[src/rtl/mul_shiftadd_core.sv]
// Sequential shift-and-add multiplier: one multiplier bit per clock, start/rdy handshake.
// Optional macro MUL_SIGNED_EN selects two's-complement operands with a sign-magnitude datapath.
module mul_shiftadd_core #(
  parameter int X_WIDTH = 3,
  parameter int Y_WIDTH = 3,
  parameter int P_WIDTH = 6
) (
  input  logic               clk,
  input  logic               rst,
  input  logic               start,
  input  logic [X_WIDTH-1:0] x,
  input  logic [Y_WIDTH-1:0] y,
  output logic [P_WIDTH-1:0] p,
  output logic               s,
  output logic               busy,
  output logic               rdy
);

  localparam int CNT_W = (Y_WIDTH > 1) ? $clog2(Y_WIDTH) : 1;
  localparam logic [CNT_W-1:0] LAST_CNT = CNT_W'(Y_WIDTH - 1);

  localparam logic [1:0] IDLE = 2'd0;
  localparam logic [1:0] RUN  = 2'd1;
  localparam logic [1:0] DONE = 2'd2;

  if (P_WIDTH != X_WIDTH + Y_WIDTH) begin : g_width_check
    $error("mul_shiftadd_core: P_WIDTH must equal X_WIDTH + Y_WIDTH");
  end

  logic [1:0]         state;
  logic [P_WIDTH-1:0] acc;
  logic [X_WIDTH-1:0] mcand;
  logic [Y_WIDTH-1:0] mplier;
  logic [CNT_W-1:0]   cnt;

  logic               accept;
  logic               last;
  logic [X_WIDTH-1:0] x_mag;
  logic [Y_WIDTH-1:0] y_mag;
  logic [P_WIDTH-1:0] addend;
  logic [P_WIDTH-1:0] acc_next;
  logic [P_WIDTH-1:0] p_final;

  assign accept   = start && ((state == IDLE) || (state == DONE));
  assign last     = (state == RUN) && (cnt == LAST_CNT);
  assign addend   = mplier[0] ? ({{Y_WIDTH{1'b0}}, mcand} << cnt) : '0;
  assign acc_next = acc + addend;

`ifdef MUL_SIGNED_EN
  logic neg;
  logic s_final;

  // The most-negative operand negates to itself, which reads correctly as an unsigned magnitude.
  assign x_mag   = x[X_WIDTH-1] ? -x : x;
  assign y_mag   = y[Y_WIDTH-1] ? -y : y;
  assign p_final = neg ? -acc_next : acc_next;
  assign s_final = neg && (acc_next != '0);
`else
  assign x_mag   = x;
  assign y_mag   = y;
  assign p_final = acc_next;
  assign s       = 1'b0;
`endif

  // NOTE: reset is synchronous, so it is just the highest-priority branch of the clocked block.
  always_ff @(posedge clk) begin
    if (rst) begin
      state  <= IDLE;
      acc    <= '0;
      mcand  <= '0;
      mplier <= '0;
      cnt    <= '0;
      p      <= '0;
      busy   <= 1'b0;
      rdy    <= 1'b0;
`ifdef MUL_SIGNED_EN
      neg    <= 1'b0;
      s      <= 1'b0;
`endif
    end else if (accept) begin
      state  <= RUN;
      acc    <= '0;
      mcand  <= x_mag;
      mplier <= y_mag;
      cnt    <= '0;
      busy   <= 1'b1;
      rdy    <= 1'b0;
`ifdef MUL_SIGNED_EN
      neg    <= x[X_WIDTH-1] ^ y[Y_WIDTH-1];
`endif
    end else if (state == RUN) begin
      // NOTE: non-blocking updates let every register see the pre-edge acc/mplier/cnt together.
      acc    <= acc_next;
      mplier <= mplier >> 1;
      cnt    <= cnt + 1'b1;
      if (last) begin
        state <= DONE;
        p     <= p_final;
        busy  <= 1'b0;
        rdy   <= 1'b1;
`ifdef MUL_SIGNED_EN
        s     <= s_final;
`endif
      end
    end
  end

endmodule
[config.mk]
export PLATFORM = sky130hd
export DESIGN_NAME = mul_shiftadd_core
export DESIGN_NICKNAME = d
export VERILOG_FILES = /design/src/rtl/mul_shiftadd_core.sv
export SDC_FILE = /design/constraint.sdc
export NUM_CORES = 1
export LEC_CHECK = 0
export CELL_PAD_IN_SITES_DETAIL_PLACEMENT = 0
export CELL_PAD_IN_SITES_GLOBAL_PLACEMENT = 1
export CORE_MARGIN = 1.5
export CORE_UTILIZATION = 25
export DETAILED_ROUTE_END_ITERATION = 7
export PLACE_DENSITY_LB_ADDON = 0.1
export SYNTH_ARGS = -nofsm -noshare
export SYNTH_HDL_FRONTEND = slang
export SYNTH_SLANG_ARGS = --single-unit
[constraint.sdc]
create_clock -name clk -period 2.4 [get_ports clk]
set_clock_uncertainty 0.15 [all_clocks]
set_input_delay 0.72 -clock clk [delete_from_list [all_inputs] [get_ports clk]]
set_output_delay 0.72 -clock clk [all_outputs]
set_load 0.01 [all_outputs]
==> metrics.txt <==
outcome complete, no violations; Area contributors post-synth dfxtp_1 39%, nand2_1 9.6%, a21oi_1 7.0%, ha_1 6.6%, xnor2_1 3.1%; post-route ant nets 0; insertion delay to the later sink of the worst-skew pair ~260 ps; syn nets 150; Area Overhead vs Synth 27.20%; Top FF cell, synth dfxtp_1; Worst path slowest cell dfxtp_2; final hold slack 313.5 ps; CP Class register to register; setup bufs post-CTS 0; Synth top cells by count 29 x nand2_1, 22 x dfxtp_1, 16 x a21oi_1; post-synthesis sequential area ratio around two fifths; Initial DRC Count 27; Post-synth EDFFs 0; Seq cells post-synth 22; vias after detailed routing between 900 and 1k; IO Port Bufs 16; post-synth top area cell dfxtp_1; final wirelength between 2000 and 3000 um; Via density 4.539; part of the cycle the worst path needs 95.49%; crit path buf inv count 0; GRT Resource Usage Total approximately an eighth; pins over their slew limit 0; vias in the first global route between 1k and 1.5k; Max Clock Freq 0.4363 GHz; peak fanout along the critical path 2; CP top delay family compound AO/OA/AOI/OAI gates; Pleak 0.5564 nW; Hold Crit Class register to register; nets@finish between 150 and 200; CP Capture Type register; DP Worst Slack about 47 ps; clock tree sinks 22; CP arrival between 2000 and 2500 ps; Peak VDD IR roughly 230 uV; Synth cell types 37; initial antenna violation count 0; minimum clock period after layout ~2300 ps; Avg Inst Size Synth between 8 and 9 um^2; Synth top area share 38.77%; CTS Buf Count 3; clock slew seen by the registers of the worst setup and hold paths ~80 ps; setup ws final between 100 and 150 ps; gpl congestion 0.7560; row cnt 24; most numerous cell in the Yosys netlist nand2_1; crit-path cells mux2_2, a22oi_1, nor2b_1, ha_1, a21o_1, a21oi_2, o21ai_2, xnor2_2, a211oi_2; CP Launch Type register; global-route wire length before repair between 4000 and 5000 um; setup TNS 0 ps; Pre-Repair DR Iteration Count 4; CTS tree yes; CTS max path bufs 2; core footprint 0.004354 mm^2; ratio of cells with drive above 1 in the final layout between 10% and 20%; largest net degree at the start of global routing 16; die area 0.004958 mm^2; synthesized instance count ~130; Root Driver clkbuf_8; Max-Cap Viols 0; Die Wd approximately 70 um; Mapped Area about 0.0011 mm^2; synth warn 0; die height 70.41 um; grt ovf 0; Data required, critical path around 2400 ps; final number of setup-violating endpoints 0; Hold Violations, Final 0; io pins 18; WL per Instance between 10 and 15 um; H-tree depth 1; ys async rst share 0%; DRC violations left 0; RSZ-0062 raised after global routing true; Antenna Cells 0; initial core utilization 26.09%; hpwl dp 2098 um; PD cells a little over 500 mW/mm^2; Max stage delay on crit path between 300 and 400 ps
sequential cells by signal, summed over array words and instances (netlist names):
register,flops
cnt,2
state,2
p,6
acc,6
mplier,3
mcand,3
where the power goes:
group	leakage, nW	internal [mW]	switching (mW)	total, mW
combinational	0.355	0.0542	0.0564	0.111
clock	0.0216	0.112	0.119	0.232
sequential	0.179	0.378	0.0115	0.390
total	0.556	0.545	0.187	0.732
path summary, 6_finish.rpt:
| kind | cells after the start | to | slack (ps) | startpoint |
|---|---|---|---|---|
| worst max register to register | 9 | p[5]$_SDFFE_PP0P_ | 110 | cnt[1]$_SDFFE_PP0P_ |
| worst min register to register | 2 | p[4]$_SDFFE_PP0P_ | 310 | p[4]$_SDFFE_PP0P_ |
| worst min-delay path | 2 | p[4]$_SDFFE_PP0P_ | 310 | p[4]$_SDFFE_PP0P_ |
| worst max-delay path | 9 | p[5]$_SDFFE_PP0P_ | 110 | cnt[1]$_SDFFE_PP0P_ |
metrics by stage:
stage	util (%)	instance area (um^2)	instances	power [mW]
after floorplan	-	1136	134	0.4624
after global placement	31.75	1383	203	0.5092
after detailed placement	31.75	1383	203	0.5099
after CTS	32.70	1424	206	0.7508
after global routing	33.19	1445	206	0.7743
final	33.19	1445	206	0.7318
routing by layer:
| metal | routed length (um) | part of all wire, % | global-route usage [%] | up-vias |
|---|---|---|---|---|
| met5 | 0 | 0 | 0 | - |
| li1 | - | - | - | 494 |
| met3 | 117 | 4.2 | 2.309 | 5 |
| met2 | 1269 | 46 | 20.34 | 22 |
| met1 | 1321 | 48 | 15.98 | 414 |
| met4 | 55 | 2.0 | 5.128 | 0 |
layout make-up:
cell class | instances | area, um^2
clock buffer | 3 | 41.29
inverter | 2 | 7.507
fill | 458 | 2909
sequential | 22 | 441.7
tap | 52 | 65.06
timing repair buffer | 26 | 235.2
multi-input combinational | 101 | 654.4
kinds of logic (layout without fill, tap and decap cells):
| family | Yosys count | count (layout) | share of synthesized area, % |
|---|---|---|---|
| xor+xnor | 6 | 6 | 5.287 |
| fa+ha+maj | 7 | 7 | 8.370 |
| other cells | 1 | 1 | 0.3301 |
| flops | 22 | 22 | 38.77 |
| simple gates | 56 | 56 | 23.24 |
| buf+inv | 11 | 31 | 5.397 |
| mux | 2 | 2 | 1.872 |
| compound gates | 29 | 29 | 16.74 |
tightest hold or removal path: stages, from the launching register on:
cell and delay [ps]:
dfxtp_1 310, nand2_1 50, a21oi_1 50
cell usage in the layout, fill, tap and decap left out, types with 2 or more instances in the layout:
cell type and instances:
nor3_1 4, a211oi_1 2, clkbuf_8 3, clkdlybuf4s50_1 16, dfxtp_1 21, nand2_1 29, nor2b_1 3, inv_1 2
a211oi_2 2, nand2b_1 3, a21oi_1 15, ha_1 6, buf_4 10, xnor2_1 3, nor2_1 9, xnor2_2 2
a21o_1 2
timing repair:
item | 4_1_cts | 5_1_grt
setup endpoints to repair | 0 | 4
hold endpoints to repair | 0 | 0
hold buffers | 0 | 0
resized for setup | 0 | 5
Power figures use the tool's default switching activity.
